$ cat config.mk
export PLATFORM = sky130hd
export DESIGN_NAME = jtdd_rom_arb_flat
export DESIGN_NICKNAME = d
export VERILOG_FILES = /design/src/rtl/jtdd_rom_arb_if.sv /design/src/rtl/jtdd_rom_arb.sv /design/src/flat_wrapper.sv
export SDC_FILE = /design/constraint.sdc
export NUM_CORES = 1
export LEC_CHECK = 0
export BUFFER_PORTS_ARGS = -buffer_cell sky130_fd_sc_hd__buf_2
export CORE_MARGIN = 2
export CORE_UTILIZATION = 35
export CTS_BUF_LIST = sky130_fd_sc_hd__clkbuf_4 sky130_fd_sc_hd__clkbuf_8
export DETAILED_ROUTE_END_ITERATION = 16
export HOLD_SLACK_MARGIN = 0.06
export PLACE_DENSITY = 0.66
export SYNTH_ARGS = -nofsm -noshare
export SYNTH_HDL_FRONTEND = slang
export SYNTH_SLANG_ARGS = --single-unit
export TNS_END_PERCENT = 20
$ cat constraint.sdc
create_clock -name clk -period 4 [get_ports clk]
set_input_delay 0.8 -clock clk [delete_from_list [all_inputs] [get_ports clk]]
set_output_delay 0.8 -clock clk [all_outputs]
set_load 0.05 [all_outputs]
$ cat src/rtl/jtdd_rom_arb_if.sv
// Bundle of the three CPU ROM buses and the SDRAM read port.
// The arbiter connects through the slave modport; the bench drives through master.
interface jtdd_rom_arb_if #(
   parameter int MAIN_AW  = 18,
   parameter int SND_AW   = 15,
   parameter int MCU_AW   = 14,
   parameter int SDRAM_AW = 22
);
   logic                flush;
   logic                main_cs;
   logic [MAIN_AW-1:0]  main_addr;
   logic [7:0]          main_dout;
   logic                main_ok;
   logic                snd_cs;
   logic [SND_AW-1:0]   snd_addr;
   logic [7:0]          snd_dout;
   logic                snd_ok;
   logic                mcu_cs;
   logic [MCU_AW-1:0]   mcu_addr;
   logic [7:0]          mcu_dout;
   logic                mcu_ok;
   logic                sdram_req;
   logic [SDRAM_AW-1:0] sdram_addr;
   logic                sdram_ack;
   logic                data_rdy;
   logic [15:0]         sdram_din;

   modport slave (
      input  flush,
      input  main_cs, main_addr,
      output main_dout, main_ok,
      input  snd_cs, snd_addr,
      output snd_dout, snd_ok,
      input  mcu_cs, mcu_addr,
      output mcu_dout, mcu_ok,
      output sdram_req, sdram_addr,
      input  sdram_ack, data_rdy, sdram_din
   );

   modport master (
      output flush,
      output main_cs, main_addr,
      input  main_dout, main_ok,
      output snd_cs, snd_addr,
      input  snd_dout, snd_ok,
      output mcu_cs, mcu_addr,
      input  mcu_dout, mcu_ok,
      input  sdram_req, sdram_addr,
      output sdram_ack, data_rdy, sdram_din
   );
endinterface

$ cat src/rtl/jtdd_rom_arb.sv
// Shares one SDRAM read port among the main, sound and MCU ROM clients.
// Each client keeps a one-word cache; misses are serviced round-robin.
module jtdd_rom_arb #(
   parameter int MAIN_AW  = 18,
   parameter int SND_AW   = 15,
   parameter int MCU_AW   = 14,
   parameter int SDRAM_AW = 22,
   parameter logic [SDRAM_AW-1:0] MAIN_OFS = 22'h00000,
   parameter logic [SDRAM_AW-1:0] SND_OFS  = 22'h20000,
   parameter logic [SDRAM_AW-1:0] MCU_OFS  = 22'h28000
) (
   input logic            clk,
   input logic            rst,
   jtdd_rom_arb_if.slave  bus
);
   localparam int AW01 = MAIN_AW > SND_AW ? MAIN_AW : SND_AW;
   localparam int TW   = (AW01 > MCU_AW ? AW01 : MCU_AW) - 1;

   localparam logic [1:0] ID_MAIN = 2'd0;
   localparam logic [1:0] ID_SND  = 2'd1;
   localparam logic [1:0] ID_MCU  = 2'd2;

   typedef enum logic [1:0] {IDLE, REQ, WAIT} state_t;

   state_t              state_q, state_d;
   logic                req_q, req_d;
   logic [SDRAM_AW-1:0] saddr_q, saddr_d;
   logic [1:0]          gnt_q, gnt_d;
   logic [1:0]          last_q, last_d;
   logic [TW-1:0]       tag_q, tag_d;
   logic                flushed_q, flushed_d;

   logic                main_valid_q, main_valid_d;
   logic [MAIN_AW-2:0]  main_tag_q, main_tag_d;
   logic [15:0]         main_data_q, main_data_d;
   logic                snd_valid_q, snd_valid_d;
   logic [SND_AW-2:0]   snd_tag_q, snd_tag_d;
   logic [15:0]         snd_data_q, snd_data_d;
   logic                mcu_valid_q, mcu_valid_d;
   logic [MCU_AW-2:0]   mcu_tag_q, mcu_tag_d;
   logic [15:0]         mcu_data_q, mcu_data_d;

   logic                main_hit, snd_hit, mcu_hit;
   logic [2:0]          miss;
   logic [1:0]          pick;
   logic                fill, keep;

   assign main_hit = bus.main_cs & main_valid_q
                   & (main_tag_q == bus.main_addr[MAIN_AW-1:1]);
   assign snd_hit  = bus.snd_cs & snd_valid_q
                   & (snd_tag_q == bus.snd_addr[SND_AW-1:1]);
   assign mcu_hit  = bus.mcu_cs & mcu_valid_q
                   & (mcu_tag_q == bus.mcu_addr[MCU_AW-1:1]);

   assign miss = {bus.mcu_cs & ~mcu_hit,
                  bus.snd_cs & ~snd_hit,
                  bus.main_cs & ~main_hit};

   assign bus.main_ok   = main_hit;
   assign bus.snd_ok    = snd_hit;
   assign bus.mcu_ok    = mcu_hit;
   assign bus.main_dout = bus.main_addr[0] ? main_data_q[15:8] : main_data_q[7:0];
   assign bus.snd_dout  = bus.snd_addr[0]  ? snd_data_q[15:8]  : snd_data_q[7:0];
   assign bus.mcu_dout  = bus.mcu_addr[0]  ? mcu_data_q[15:8]  : mcu_data_q[7:0];

   assign bus.sdram_req  = req_q;
   assign bus.sdram_addr = saddr_q;

   // Round-robin: the first missing client after the last one served
   always_comb begin
      pick = ID_MAIN;
      unique case (last_q)
         ID_MAIN: pick = miss[1] ? ID_SND  : miss[2] ? ID_MCU  : ID_MAIN;
         ID_SND:  pick = miss[2] ? ID_MCU  : miss[0] ? ID_MAIN : ID_SND;
         default: pick = miss[0] ? ID_MAIN : miss[1] ? ID_SND  : ID_MCU;
      endcase
   end

   always_comb begin
      state_d   = state_q;
      req_d     = req_q;
      saddr_d   = saddr_q;
      gnt_d     = gnt_q;
      last_d    = last_q;
      tag_d     = tag_q;
      flushed_d = flushed_q | bus.flush;
      fill      = 1'b0;
      unique case (state_q)
         IDLE: begin
            if (|miss) begin
               gnt_d     = pick;
               req_d     = 1'b1;
               state_d   = REQ;
               flushed_d = bus.flush;
               unique case (pick)
                  ID_MAIN: begin
                     tag_d   = TW'(bus.main_addr[MAIN_AW-1:1]);
                     saddr_d = MAIN_OFS + SDRAM_AW'(bus.main_addr[MAIN_AW-1:1]);
                  end
                  ID_SND: begin
                     tag_d   = TW'(bus.snd_addr[SND_AW-1:1]);
                     saddr_d = SND_OFS + SDRAM_AW'(bus.snd_addr[SND_AW-1:1]);
                  end
                  default: begin
                     tag_d   = TW'(bus.mcu_addr[MCU_AW-1:1]);
                     saddr_d = MCU_OFS + SDRAM_AW'(bus.mcu_addr[MCU_AW-1:1]);
                  end
               endcase
            end
         end
         REQ: begin
            if (bus.sdram_ack) begin
               req_d = 1'b0;
               if (bus.data_rdy) begin
                  fill    = 1'b1;
                  state_d = IDLE;
               end else begin
                  state_d = WAIT;
               end
            end
         end
         default: begin
            if (bus.data_rdy) begin
               fill    = 1'b1;
               state_d = IDLE;
            end
         end
      endcase
      if (fill) last_d = gnt_q;
   end

   // A fill is dropped if any flush was seen since its grant
   assign keep = fill & ~bus.flush & ~flushed_q;

   always_comb begin
      main_valid_d = main_valid_q & ~bus.flush;
      main_tag_d   = main_tag_q;
      main_data_d  = main_data_q;
      snd_valid_d  = snd_valid_q & ~bus.flush;
      snd_tag_d    = snd_tag_q;
      snd_data_d   = snd_data_q;
      mcu_valid_d  = mcu_valid_q & ~bus.flush;
      mcu_tag_d    = mcu_tag_q;
      mcu_data_d   = mcu_data_q;
      if (keep) begin
         unique case (gnt_q)
            ID_MAIN: begin
               main_valid_d = 1'b1;
               main_tag_d   = tag_q[MAIN_AW-2:0];
               main_data_d  = bus.sdram_din;
            end
            ID_SND: begin
               snd_valid_d = 1'b1;
               snd_tag_d   = tag_q[SND_AW-2:0];
               snd_data_d  = bus.sdram_din;
            end
            default: begin
               mcu_valid_d = 1'b1;
               mcu_tag_d   = tag_q[MCU_AW-2:0];
               mcu_data_d  = bus.sdram_din;
            end
         endcase
      end
   end

   always_ff @(posedge clk or posedge rst) begin
      if (rst) begin
         state_q      <= IDLE;
         req_q        <= 1'b0;
         saddr_q      <= '0;
         gnt_q        <= ID_MAIN;
         last_q       <= ID_MCU;
         tag_q        <= '0;
         flushed_q    <= 1'b0;
         main_valid_q <= 1'b0;
         main_tag_q   <= '0;
         main_data_q  <= '0;
         snd_valid_q  <= 1'b0;
         snd_tag_q    <= '0;
         snd_data_q   <= '0;
         mcu_valid_q  <= 1'b0;
         mcu_tag_q    <= '0;
         mcu_data_q   <= '0;
      end else begin
         state_q      <= state_d;
         req_q        <= req_d;
         saddr_q      <= saddr_d;
         gnt_q        <= gnt_d;
         last_q       <= last_d;
         tag_q        <= tag_d;
         flushed_q    <= flushed_d;
         main_valid_q <= main_valid_d;
         main_tag_q   <= main_tag_d;
         main_data_q  <= main_data_d;
         snd_valid_q  <= snd_valid_d;
         snd_tag_q    <= snd_tag_d;
         snd_data_q   <= snd_data_d;
         mcu_valid_q  <= mcu_valid_d;
         mcu_tag_q    <= mcu_tag_d;
         mcu_data_q   <= mcu_data_d;
      end
   end
endmodule

$ cat src/flat_wrapper.sv
// flat-port wrapper written by rule: the top's interface ports become plain ports
module jtdd_rom_arb_flat 
#(
   parameter int MAIN_AW  = 18,
   parameter int SND_AW   = 15,
   parameter int MCU_AW   = 14,
   parameter int SDRAM_AW = 22,
   parameter logic [SDRAM_AW-1:0] MAIN_OFS = 22'h00000,
   parameter logic [SDRAM_AW-1:0] SND_OFS  = 22'h20000,
   parameter logic [SDRAM_AW-1:0] MCU_OFS  = 22'h28000
)
  (clk, rst, bus_flush, bus_main_cs, bus_main_addr, bus_main_dout, bus_main_ok, bus_snd_cs, bus_snd_addr, bus_snd_dout, bus_snd_ok, bus_mcu_cs, bus_mcu_addr, bus_mcu_dout, bus_mcu_ok, bus_sdram_req, bus_sdram_addr, bus_sdram_ack, bus_data_rdy, bus_sdram_din);
  jtdd_rom_arb_if #(.MAIN_AW(MAIN_AW), .SND_AW(SND_AW), .MCU_AW(MCU_AW), .SDRAM_AW(SDRAM_AW)) bus_i ();
  input logic clk;
  input logic rst;
  input wire logic [$bits(bus_i.flush)-1:0] bus_flush;
  input wire logic [$bits(bus_i.main_cs)-1:0] bus_main_cs;
  input wire logic [$bits(bus_i.main_addr)-1:0] bus_main_addr;
  output wire logic [$bits(bus_i.main_dout)-1:0] bus_main_dout;
  output wire logic [$bits(bus_i.main_ok)-1:0] bus_main_ok;
  input wire logic [$bits(bus_i.snd_cs)-1:0] bus_snd_cs;
  input wire logic [$bits(bus_i.snd_addr)-1:0] bus_snd_addr;
  output wire logic [$bits(bus_i.snd_dout)-1:0] bus_snd_dout;
  output wire logic [$bits(bus_i.snd_ok)-1:0] bus_snd_ok;
  input wire logic [$bits(bus_i.mcu_cs)-1:0] bus_mcu_cs;
  input wire logic [$bits(bus_i.mcu_addr)-1:0] bus_mcu_addr;
  output wire logic [$bits(bus_i.mcu_dout)-1:0] bus_mcu_dout;
  output wire logic [$bits(bus_i.mcu_ok)-1:0] bus_mcu_ok;
  output wire logic [$bits(bus_i.sdram_req)-1:0] bus_sdram_req;
  output wire logic [$bits(bus_i.sdram_addr)-1:0] bus_sdram_addr;
  input wire logic [$bits(bus_i.sdram_ack)-1:0] bus_sdram_ack;
  input wire logic [$bits(bus_i.data_rdy)-1:0] bus_data_rdy;
  input wire logic [$bits(bus_i.sdram_din)-1:0] bus_sdram_din;
  assign bus_i.flush = bus_flush;
  assign bus_i.main_cs = bus_main_cs;
  assign bus_i.main_addr = bus_main_addr;
  assign bus_main_dout = bus_i.main_dout;
  assign bus_main_ok = bus_i.main_ok;
  assign bus_i.snd_cs = bus_snd_cs;
  assign bus_i.snd_addr = bus_snd_addr;
  assign bus_snd_dout = bus_i.snd_dout;
  assign bus_snd_ok = bus_i.snd_ok;
  assign bus_i.mcu_cs = bus_mcu_cs;
  assign bus_i.mcu_addr = bus_mcu_addr;
  assign bus_mcu_dout = bus_i.mcu_dout;
  assign bus_mcu_ok = bus_i.mcu_ok;
  assign bus_sdram_req = bus_i.sdram_req;
  assign bus_sdram_addr = bus_i.sdram_addr;
  assign bus_i.sdram_ack = bus_sdram_ack;
  assign bus_i.data_rdy = bus_data_rdy;
  assign bus_i.sdram_din = bus_sdram_din;
  jtdd_rom_arb #(.MAIN_AW(MAIN_AW), .SND_AW(SND_AW), .MCU_AW(MCU_AW), .SDRAM_AW(SDRAM_AW), .MAIN_OFS(MAIN_OFS), .SND_OFS(SND_OFS), .MCU_OFS(MCU_OFS)) u_core (.clk(clk), .rst(rst), .bus(bus_i));
endmodule
## Word-level counts from Yosys, hierarchy flattened

Cells that the tools add are included.

| storage, ports and cells | value |
|---|---|
| bits of input ports | 71 |
| flip-flop bits (word level) | 142 |
| output and inout bits | 50 |
| word-level logic and storage cells | 93 |

| cells by class | value |
|---|---|
| mux-type cells | 31 |
| bitwise operators | 21 |
| add/sub/neg operators | 2 |
| reduce and logical (&&, ||, !) cells | 14 |
| equality and inequality tests | 9 |

Operators with widths:

| cell | count |
|---|---|
| $pmux 22 s2 | 1 |
| $pmux 17 s2 | 1 |
| $mux 8 | 3 |
| $add 18x13->19 const A | 1 |
| $add 18x14->19 const A | 1 |
| $mux 2 | 9 |
| $eq 17x17->1 | 1 |
| $and 1x1->1 | 14 |
| $eq 14x14->1 | 1 |
| $eq 13x13->1 | 1 |
| $mux 1 | 13 |
| $eq 2x1->1 const B | 4 |
| $logic_not 2->1 | 4 |
| $pmux 2 s2 | 2 |
| $reduce_and 2->1 | 4 |
| $not 1->1 | 6 |
| $reduce_and 3->1 | 2 |
| $pmux 1 s2 | 2 |
| $reduce_bool 3->1 | 1 |
| $reduce_or 3->1 | 1 |
| $ne 2x1->1 const B | 1 |
| $ne 2x2->1 const B | 1 |
| $reduce_bool 2->1 | 1 |
| $reduce_or 2->1 | 1 |
| $or 1x1->1 | 1 |

## Longest topological paths before layout

Gate-level depths: netlist (run 1).

| logic depth | value |
|---|---|
| depth after elaboration | 9 |
| depth in mapped cells | 9 |

## Worst setup path before layout (run 1)

Ideal clock, no wire load.

| path | value |
|---|---|
| path type | input-to-output |
| from | in bus_main_addr[13] |
| to | out bus_main_ok |
| cell stages on the path | 4 |
| slack | 694 ps |
| arrival | 2,506 ps |
| path buffers | 0 |
| path through | xor2_1 nor4_2 nand3_2 nor3_1 |

| between the ends | value |
|---|---|
| longest elaborated chain between the ends | 2 |

Ends and longest elaborated chain:

| element | RTL line | text |
|---|---|---|
| from (decl) | flat_wrapper.sv:18 | `input wire logic [$bits(bus_i.main_addr)-1:0] bus_main_addr;` |
| $eq 17x17->1 | jtdd_rom_arb.sv:49 | `& (main_tag_q == bus.main_addr[MAIN_AW-1:1]);` |
| $and 1x1->1 | jtdd_rom_arb.sv:49 |  |
| to (decl) | flat_wrapper.sv:20 | `output wire logic [$bits(bus_i.main_ok)-1:0] bus_main_ok;` |

Every way passes these cells.

## Final worst setup path (run 1)

| path | value |
|---|---|
| from | in bus_main_addr[9] |
| to | out bus_main_ok |

Same word-level chain as after synthesis.

==> impl_metrics.sql, run 1 <==
INSERT INTO impl_metrics (metric_group, metric, value, unit) VALUES
('yosys', 'synth_area', '0.00625', 'mm2'),
('sta', 'layout_worst_path_cycle_share', '77.4', '%'),
('setup_path', 'crit-reg2reg-capture', 'u_core.tag_q[3]', ''),
('yosys', 'synth_flop_cell', 'dfrtp_1', ''),
('layout', 'finish.net_count', '691', ''),
('sta', 'fin_crit', '3.10', 'ns'),
('detailed_routing', 'via_per_inst', '5.30', ''),
('run_status', 'outcome', 'finished clean', ''),
('global_routing', 'global_route.overflow_total', '0', ''),
('global_routing', 'grt_first_pass_wirelength', '25.4', 'mm'),
('die', 'fp.dieH', '138', 'um'),
('die', 'chipWidth', '138', 'um'),
('die', 'placement_rows', '48', ''),
('setup_path', 'crit_path_cell_trace', 'buf_2 > xor2_1 > nor4_2 > nand3_1 > nor3_1 > buf_2', ''),
('min_path', 'hold-path-endpoint', 'u_core.snd_data_q[14]', ''),
('detailed_routing', 'number_of_detailed_routing_iterations_run_before_antenna_repair', '5', ''),
('sta', 'worst_pin_slew', '1.09', 'ns'),
('setup_path', 'cp-end-kind', 'primary output', ''),
('sta', 'hold_viol', '0', ''),
('clocking', 'number_of_clock_sinks', '122', ''),
('clocking', 'tritoncts_clock_tree', 'built', ''),
('setup_path', 'worst_path_largest_cell_delay', '0.45', 'ns'),
('yosys', 'yosys.cell_count.top_type', 'dfrtp_1', ''),
('min_path', 'hold_start', 'u_core.snd_data_q[14]', ''),
('setup_path', 'classification_of_the_worst_setup_path', 'input pin to primary output', ''),
('detailed_routing', 'ant_nets', '0', ''),
('sta', 'rsz0062_at_grt', 'no', ''),
('global_routing', 'pin_count_of_the_biggest_net_entering_global_routing', '75', ''),
('die', 'initial_core_util', '36.0', '%'),
('sta', 'timing.setup.tns', '0', 'ns'),
('min_path', 'holdCritPathClass', 'flip-flop to flip-flop', ''),
('yosys', 'synth_simple_gate_area_share', '9.92', '%'),
('sta', 'slew-limit-headroom', '27.5', '%'),
('sta', 'drv_slew', '0', ''),
('global_routing', 'grt_pass1_vias', '4612', ''),
('sta', 'largest_clock_skew_in_the_final_design', '0.00735', 'ns'),
('pwr', 'p_leak', '0.00356', 'uW'),
('die', 'ios', '121', ''),
('detailed_routing', 'drc', '0', ''),
('setup_path', 'rr_startpoint', 'u_core.snd_tag_q[10]', ''),
('yosys', 'synth_enable_flop_cells', '0', ''),
('setup_path', 'path_common_cell', 'buf_2', ''),
('setup_path', 'timing.critical_path.from_type', 'input pin', ''),
('pwr', 'pwr_density', '761', 'mW/mm2'),
('layout', 'antenna_cells_inserted', '0', ''),
('yosys', 'synthesis.yosys.warnings', '0', ''),
('yosys', 'area_leader_netlist', 'dfrtp_1', ''),
('yosys', 'synthXorXnorAreaFrac', '6.16', '%'),
('clocking', 'ctsRootBufferMaster', 'clkbuf_8', ''),
('yosys', 'fraction_of_synthesized_area_in_multiplexers', '21.2', '%'),
('global_routing', 'grt_antenna_before_repair', '2', ''),
('yosys', 'synth_adder_area_share', '0', '%'),
('yosys', 'proportion_of_register_bits_with_asynchronous_set_or_reset_after_synthesis', '100', '%'),
('clocking', 'buffers_inserted_during_post_cts_setup_optimization', '0', ''),
('yosys', 'synth-seq-area-share', '48.8', '%'),
('detailed_routing', 'dr_total_vias', '4536', ''),
('clocking', 'clk-insertion-delay-late', '0.44', 'ns'),
('sta', 'setup-violations-final', '0', ''),
('yosys', 'synth_largest_type_area_fraction', '48.4', '%'),
('setup_path', 'critical_path_peak_fanout', '3', ''),
('clocking', 'htreeDepth', '4', ''),
('yosys', 'synth-compound-area-share', '8.38', '%'),
('clocking', 'cts.hold.buffers_added', '0', ''),
('placement', 'detailedPlacementHpwl', '11.8', 'mm'),
('setup_path', 'setup_slack_of_the_most_critical_reg_to_reg_path', '1.14', 'ns'),
('yosys', 'synth.avg_cell_area', '12.0', 'um2'),
('setup_path', 'worst_r2r_path_depth', '7', ''),
('clocking', 'clkSlewWorstSetupHoldPaths', '0.07', 'ns'),
('detailed_routing', 'drt-wirelength-per-cell', '19.2', 'um'),
('yosys', 'synth_area_leaders', 'dfrtp_1 (48%), mux2_2 (16%), mux2_1 (5.4%)', ''),
('layout', 'final_layout_size_suffix_gt1_share', '40.7', '%');
==> how the worst max path moves through the flow <==
stage / startpoint / end / slack, ns / depth (start not counted)
after floorplan: bus_main_addr[13] / bus_main_ok / 0.69 / 4
after global placement: bus_main_addr[9] / u_core.tag_q[14] / 0.71 / 8
after detailed placement: bus_snd_addr[11] / u_core.tag_q[3] / 0.63 / 8
after CTS: bus_main_addr[9] / bus_main_ok / 0.93 / 6
after global routing: bus_main_addr[9] / bus_main_ok / 0.83 / 6
final: bus_main_addr[9] / bus_main_ok / 0.90 / 6
==> layout make-up <==
class / count / area [um2] / area share, %
sequential: 122 / 3050 / 41.9
tap: 225 / 282 / 3.86
multi-input combinational: 348 / 2880 / 39.5
inverter: 9 / 37.5 / 0.515
clock inverter: 8 / 120 / 1.65
timing repair buffer: 122 / 638 / 8.75
clock buffer: 22 / 284 / 3.89
==> critical path: cells and delay by family <==
kind | cells | cell delay (ns)
and+or+nand+nor | 3 | 0.88
xor gates and xnor gates | 1 | 0.19
buffers and inverters | 2 | 0.42
==> cells by family after synthesis <==
| logic type | count (synthesis) |
|---|---|
| multiplexers | 118 |
| XOR/XNOR | 44 |
| other | 1 |
| buffers and inverters | 56 |
| flip-flops | 122 |
| AO/OA/AOI/OAI | 67 |
| AND/OR/NAND/NOR | 115 |
==> cell usage in the layout (no fill, tap or decap), types with 2 or more instances in the layout <==
cell type   instances
mux2_1             30
o21a_4              2
xor2_1             30
conb_1              4
bufinv_16           3
nor2_1             23
o21ai_0             6
buf_2             116
nor4_1              3
a22o_1              3
inv_1               8
dfrtp_1           121
buf_4               5
o32ai_1             2
nor4_4              2
clkbuf_4            3
a211oi_1           13
a2111oi_0           2
clkinvlp_4          3
nor4_2              4
a32o_1              2
nand2_1            39
nor3_1             13
a21o_1              2
o2bb2ai_1           2
nand4_1             4
clkbuf_8           19
or3_1               2
mux2_2             87
a31oi_1            23
a21oi_1             3
clkinv_2            3
and2_1              5
xnor2_1            14
and3_1             12
==> registers in the layout, summed over array words and instances (netlist names), 3 cells and up <==
name	cells
u_core.snd_data_q	16
u_core.main_tag_q	17
u_core.main_data_q	16
u_core.tag_q	16
u_core.snd_tag_q	14
u_core.mcu_data_q	16
u_core.mcu_tag_q	13
u_core.bus.sdram_addr	3
==> layer usage <==
layer,part of all wire [%],track usage (%)
met5,0.15,0
met4,3.1,7.90
met3,8.6,7.21
met2,46,28.9
met1,42,22.0
==> report_power, final <==
group          total [uW]  switching (uW)  internal [uW]
Combinational        2280            1480            798
Sequential           2140             404           1730
Clock                1140             478            660
==> stage by stage <==
stage	std cells	worst slack (ns)	util [%]	total power [uW]	cell area, um2
3_3_place_gp	826	0.712	39.7	4350	6890
4_1_cts	856	0.933	42.0	5590	7290
2_1_floorplan	526	0.694	-	3940	6270
5_1_grt	856	0.834	42.0	5870	7290
6_report	856	0.902	42.0	5550	7290
3_5_place_dp	826	0.626	39.7	4430	6890
No activity file was read; power rests on OpenSTA's default activity.
==> run 2: changes to the inputs <==
PLACE_DENSITY = 0.64   (was 0.66)
clock period = 2.9 ns   (was 4 ns; I/O delays follow)
==> impl_metrics.sql, run 2 (same netlist as run 1, synthesis figures left out) <==
INSERT INTO impl_metrics (metric_group, metric, value, unit) VALUES
('placement', 'portBuffers', '116', ''),
('setup_path', 'classification_of_the_worst_setup_path', 'flip-flop to primary output', ''),
('sta', 'worst_pin_slew', '0.694', 'ns'),
('clocking', 'tritoncts.num_buffers', '17', ''),
('sta', 'layout_worst_path_cycle_share', '97.1', '%'),
('layout', 'finish.net_count', '706', ''),
('detailed_routing', 'detailroute.wirelength.met3', '1.68', 'mm'),
('layout', 'largest_reg_flops', '17', ''),
('detailed_routing', 'routed_wl', '17.3', 'mm'),
('clocking', 'clk-insertion-delay-late', '0.45', 'ns'),
('setup_path', 'critical_path_peak_fanout', '3', ''),
('detailed_routing', 'ant_nets', '0', ''),
('detailed_routing', 'drc', '0', ''),
('layout', 'layout_common_cells', 'dfrtp_1 (121), buf_2 (115), mux2_2 (87)', ''),
('sta', 'achievable-frequency', '0.355', 'GHz'),
('global_routing', 'grt_pass1_vias', '4806', ''),
('sta', 'final.hold.worst_slack', '0.231', 'ns'),
('global_routing', 'grt_use_total', '19.0', '%'),
('sta', 'rsz0062_at_grt', 'no', ''),
('sta', 'timing.setup.tns', '0', 'ns'),
('pwr', 'finalPower', '7870', 'uW'),
('detailed_routing', 'dr_total_vias', '4692', ''),
('layout', 'area.growth.synth_to_final', '19.6', '%'),
('clocking', 'cts_max_path_buffers', '2', ''),
('layout', 'multiInputGateArea', '0.00289', 'mm2'),
('clocking', 'tritoncts_clock_tree', 'built', ''),
('placement', 'dp_slack', '0.121', 'ns'),
('detailed_routing', 'drt-wirelength-per-cell', '19.8', 'um'),
('detailed_routing', 'first_iter_violations', '202', ''),
('layout', 'postLayoutCoreUtil', '43.1', '%'),
('die', 'core', '0.0174', 'mm2'),
('setup_path', 'worstPathRequired', '2.32', 'ns'),
('detailed_routing', 'number_of_detailed_routing_iterations_run_before_antenna_repair', '5', ''),
('sta', 'hold_viol', '0', ''),
('setup_path', 'timing.critical_path.from_type', 'flip-flop', ''),
('global_routing', 'global_route.overflow_total', '0', ''),
('sta', 'fin_ws', '0.0848', 'ns'),
('clocking', 'cts.hold.buffers_added', '0', ''),
('setup_path', 'cp-end-kind', 'primary output', ''),
('run_status', 'outcome', 'finished clean', ''),
('setup_path', 'worstPathArrival', '2.24', 'ns'),
('die', 'fp.dieH', '138', 'um'),
('pwr', 'pwr_density', '1050', 'mW/mm2'),
('sta', 'setup-violations-final', '0', ''),
('layout', 'n_fill_cell', '1622', ''),
('die', 'ios', '121', ''),
('setup_path', 'setup_slack_of_the_most_critical_reg_to_reg_path', '0.29', 'ns'),
('min_path', 'holdCritPathClass', 'input pin to async pin', ''),
('placement', 'gp_weighted_congestion', '0.872', ''),
('die', 'die_area', '0.0190', 'mm2'),
('clocking', 'ctsRootBufferMaster', 'clkbuf_8', ''),
('sta', 'drv_slew', '0', ''),
('pwr', 'worst_ir_drop_vdd', '0.652', 'mV'),
('die', 'initial_core_util', '36.0', '%'),
('job', 'drv.max_cap_violation_count', '0', ''),
('layout', 'layout.cells.most_common', 'dfrtp_1', ''),
('layout', 'seq_area', '0.00305', 'mm2'),
('global_routing', 'pin_count_of_the_biggest_net_entering_global_routing', '44', ''),
('detailed_routing', 'detail_route.wirelength.met1', '7.04', 'mm'),
('die', 'chipWidth', '138', 'um'),
('detailed_routing', 'via_per_inst', '5.36', ''),
('detailed_routing', 'met2RoutedLength', '8.18', 'mm'),
('global_routing', 'grt_antenna_before_repair', '2', ''),
('die', 'placement_rows', '48', ''),
('sta', 'slew-limit-headroom', '53.6', '%'),
('sta', 'fin_crit', '2.82', 'ns'),
('clocking', 'clkSlewWorstSetupHoldPaths', '0.08', 'ns'),
('global_routing', 'grt_first_pass_wirelength', '26.5', 'mm'),
('clocking', 'htreeDepth', '4', ''),
('clocking', 'number_of_clock_sinks', '122', ''),
('placement', 'detailedPlacementHpwl', '12.4', 'mm'),
('detailed_routing', 'top_layer', 'met4', ''),
('pwr', 'p_leak', '0.00364', 'uW'),
('layout', 'final_layout_size_suffix_gt1_share', '42.6', '%'),
('sta', 'largest_clock_skew_in_the_final_design', '0.0109', 'ns'),
('layout', 'top_register', 'u_core.main_tag_q', '');
==> run 2: cell count changes in the layout (fill, tap and decap cells not counted), moves of 2 or more <==
cell | previous run | this run
clkbuf_4 | 3 | 1
buf_4 | 5 | 19
diode_2 | 0 | 2
clkinv_4 | 0 | 4
==> run 2: repair_timing <==
action,in CTS,in global routing
setup endpoints to repair,2,2
hold endpoints to repair,0,0
gates resized for setup,1,2
pin swaps,1,5
buffers inserted,0,3
==> run 2: critical path, cell delays in order, from the launching register on <==
cell,delay [ns]
dfrtp_1,0.39
xor2_1,0.21
nor4_2,0.40
nand3_2,0.19
nor3_2,0.22
buf_4,0.13
buf_2,0.24
==> run 2: power breakdown <==
part | switching, uW | internal (uW) | total (uW) | leakage, uW
logic | 2060 | 1140 | 3190 | 0.00185
clock network | 746 | 962 | 1710 | 0.000215
registers | 582 | 2390 | 2970 | 0.00157
==> run 2: layout make-up <==
type	count	share of cell area (%)
tap	225	3.76
sequential	122	40.8
clock buffer	18	3.31
inverter	9	0.502
timing repair buffer	137	10.2
multi-input combinational	348	38.6
antenna	2	0.0669
clock inverter	14	2.63
==> run 2: final timing paths <==
path	startpoint	end	cells past startpoint
max in group asynchronous	rst	u_core.snd_data_q[0]	3
min reg2reg	u_core.flushed_q	u_core.flushed_q	2
min	rst	u_core.snd_data_q[3]	2
max reg2reg	u_core.main_tag_q[0]	u_core.tag_q[6]	8
max	u_core.main_tag_q[0]	bus_main_ok	6
min in group clk	bus_data_rdy	u_core.state_q[1]	2
==> run 2: through the flow <==
step / area (um2) / instances
floorplan: 6270 / 526
global placement: 6990 / 838
detailed placement: 6990 / 838
CTS: 7440 / 870
global route: 7470 / 873
finish: 7480 / 875
==> run 2: per-layer routing <==
metal	global-route usage [%]	vias up
met5	0	-
met4	6.01	0
met3	6.55	34
met2	31.2	250
met1	23.6	2331
li1	-	2077
==> run 3: changes to the inputs <==
CORE_MARGIN = unset   (was 2)
==> impl_metrics.sql, run 3 (same netlist as run 1, synthesis figures left out) <==
INSERT INTO impl_metrics (metric_group, metric, value, unit) VALUES
('sta', 'largest_clock_skew_in_the_final_design', '0.0111', 'ns'),
('detailed_routing', 'drc', '0', ''),
('global_routing', 'grt_first_pass_wirelength', '25.8', 'mm'),
('pwr', 'netSwitchingPower', '3280', 'uW'),
('clocking', 'tritoncts_clock_tree', 'built', ''),
('clocking', 'buffers_inserted_during_post_cts_setup_optimization', '0', ''),
('global_routing', 'grt_pass1_vias', '4727', ''),
('clocking', 'ctsRootBufferMaster', 'clkbuf_8', ''),
('die', 'die_area', '0.0184', 'mm2'),
('setup_path', 'classification_of_the_worst_setup_path', 'flip-flop to primary output', ''),
('sta', 'achievable-frequency', '0.361', 'GHz'),
('placement', 'gp_weighted_congestion', '0.927', ''),
('layout', 'n_fill_cell', '1653', ''),
('sta', 'drv_slew', '0', ''),
('layout', 'area.growth.synth_to_final', '18.9', '%'),
('pwr', 'power.internal', '4450', 'uW'),
('detailed_routing', 'ant_nets', '0', ''),
('clocking', 'tritoncts.num_buffers', '17', ''),
('placement', 'portBuffers', '116', ''),
('layout', 'largest_reg_flops', '17', ''),
('detailed_routing', 'dr_total_vias', '4559', ''),
('die', 'core', '0.0174', 'mm2'),
('clocking', 'number_of_clock_sinks', '122', ''),
('clocking', 'clkSlewWorstSetupHoldPaths', '0.07', 'ns'),
('pwr', 'p_leak', '0.00364', 'uW'),
('sta', 'fin_crit', '2.77', 'ns'),
('pwr', 'p_sw_share', '42.4', '%'),
('detailed_routing', 'routed_wl', '16.6', 'mm'),
('setup_path', 'critical_path_peak_fanout', '3', ''),
('global_routing', 'grt_antenna_before_repair', '2', ''),
('die', 'initial_core_util', '36.0', '%'),
('layout', 'final_area', '0.00744', 'mm2'),
('sta', 'timing.setup.tns', '0', 'ns'),
('die', 'fp.dieH', '136', 'um'),
('layout', 'multiInputGateArea', '0.00288', 'mm2'),
('detailed_routing', 'number_of_detailed_routing_iterations_run_before_antenna_repair', '5', ''),
('pwr', 'pwr_density', '1040', 'mW/mm2'),
('placement', 'placed_cells', '840', ''),
('sta', 'layout_worst_path_cycle_share', '95.5', '%'),
('detailed_routing', 'first_iter_violations', '215', ''),
('layout', 'fin_cells', '872', ''),
('setup_path', 'slowest_stage', 'dfrtp_1', ''),
('global_routing', 'grt_use_total', '18.9', '%'),
('sta', 'setup-violations-final', '0', ''),
('layout', 'layout_common_cells', 'dfrtp_1 (121), buf_2 (115), mux2_2 (87)', ''),
('clocking', 'cts_max_path_buffers', '2', ''),
('layout', 'layout.cells.most_common', 'dfrtp_1', ''),
('sta', 'worst_pin_slew', '0.820', 'ns'),
('pwr', 'seqPwrFrac', '38.0', '%'),
('sta', 'rsz0062_at_grt', 'no', ''),
('sta', 'slew-limit-headroom', '45.2', '%'),
('job', 'drv.max_cap_violation_count', '0', ''),
('run_status', 'outcome', 'finished clean', ''),
('setup_path', 'worstPathArrival', '2.19', 'ns'),
('pwr', 'p_clk_share', '20.4', '%'),
('detailed_routing', 'drt-wirelength-per-cell', '19.0', 'um'),
('sta', 'hold_viol', '0', ''),
('global_routing', 'pin_count_of_the_biggest_net_entering_global_routing', '39', ''),
('clocking', 'htreeDepth', '4', ''),
('min_path', 'holdCritPathClass', 'input pin to async pin', ''),
('setup_path', 'cp-end-kind', 'primary output', ''),
('placement', 'post_dp_cell_area', '0.00702', 'mm2'),
('detailed_routing', 'via_per_inst', '5.23', ''),
('clocking', 'cts.hold.buffers_added', '0', ''),
('layout', 'finish.net_count', '705', ''),
('placement', 'dp_slack', '0.0463', 'ns'),
('setup_path', 'worstPathRequired', '2.32', 'ns'),
('clocking', 'cts.repair.resized', '0', ''),
('setup_path', 'timing.critical_path.from_type', 'flip-flop', ''),
('setup_path', 'crit_path_cell_trace', 'xor2_1 > nor4_2 > nand3_1 > nor3_1 > clkbuf_4', ''),
('layout', 'top_register', 'u_core.main_tag_q', ''),
('placement', 'detailedPlacementHpwl', '11.9', 'mm'),
('layout', 'seq_area', '0.00305', 'mm2'),
('global_routing', 'global_route.overflow_total', '0', ''),
('pwr', 'p_comb_share', '41.5', '%'),
('sta', 'final.hold.worst_slack', '0.278', 'ns'),
('clocking', 'clk-insertion-delay-late', '0.45', 'ns'),
('die', 'placement_rows', '48', ''),
('die', 'chipWidth', '136', 'um'),
('layout', 'final_layout_size_suffix_gt1_share', '42.1', '%'),
('sta', 'fin_ws', '0.131', 'ns'),
('setup_path', 'worst_path_largest_cell_delay', '0.39', 'ns'),
('pwr', 'worst_ir_drop_vdd', '0.533', 'mV'),
('die', 'ios', '121', '');
## run 3: cell count changes in the layout (fill, tap and decap cells not counted)
cell / before / now
buf_12: 2 / 3
nor3_2: 1 / 0
clkbuf_4: 1 / 4
nor4_2: 5 / 4
clkinv_4: 4 / 1
clkinvlp_4: 4 / 2
inv_6: 1 / 0
nor4_1: 2 / 3
bufinv_16: 4 / 2
diode_2: 2 / 1
nor3_1: 12 / 13
clkbuf_8: 18 / 22
buf_4: 19 / 17
## run 3: final cells by class
type	instances	area share, %
diodes	1	0.0336
clock buffers	25	4.37
clock inverters	6	1.16
inverters	9	0.505
multi-input cells	348	38.7
flip-flops and latches	122	41.1
well taps	225	3.79
repair buffers	136	10.4
## run 3: critical path, delay by kind of cell, from the launching register on
family	cells	cell delay [ns]
XOR/XNOR	1	0.18
buffers and inverters	1	0.30
AND/OR/NAND/NOR	3	0.88
flip-flops	1	0.39
## run 3: path summary, 6_finish.rpt
path                                       startpoint  slack (ns)               endpoint  depth (start not counted)
min in group clk                         bus_data_rdy        0.32      u_core.state_q[1]                          2
worst max register to register   u_core.main_tag_q[1]        0.37       u_core.tag_q[10]                          8
worst min register to register  u_core.snd_data_q[15]        0.49  u_core.snd_data_q[15]                          1
worst max-delay path             u_core.main_tag_q[1]        0.13            bus_main_ok                          5
worst min-delay path                              rst        0.28  u_core.mcu_data_q[12]                          2
max in group asynchronous                         rst        1.90   u_core.mcu_data_q[0]                          3
## run 3: stage by stage
| stage | util [%] | total power, uW |
|---|---|---|
| 5_1_grt | 42.8 | 8140 |
| 2_1_floorplan | - | 5440 |
| 6_report | 42.8 | 7730 |
| 4_1_cts | 42.8 | 7790 |
| 3_5_place_dp | 40.4 | 6180 |
| 3_3_place_gp | 40.4 | 6080 |
## run 3: metal layers
| layer | GRT usage [%] | vias up | share of wire, % |
|---|---|---|---|
| met4 | 10.2 | 2 | 3.2 |
| met5 | 0 | - | 0.078 |
| met1 | 22.4 | 2248 | 40 |
| met3 | 6.51 | 39 | 8.8 |
| li1 | - | 2066 | - |
| met2 | 30.0 | 204 | 47 |
## run 3: power by group through the flow
stage / Sequential, uW / Combinational [uW] / Clock [uW]
floorplan: 2810 / 2620 / 0
global placement: 2920 / 3160 / 0
detailed placement: 2970 / 3210 / 0
CTS: 2940 / 3220 / 1630
global route: 3040 / 3410 / 1690
finish: 2940 / 3210 / 1580
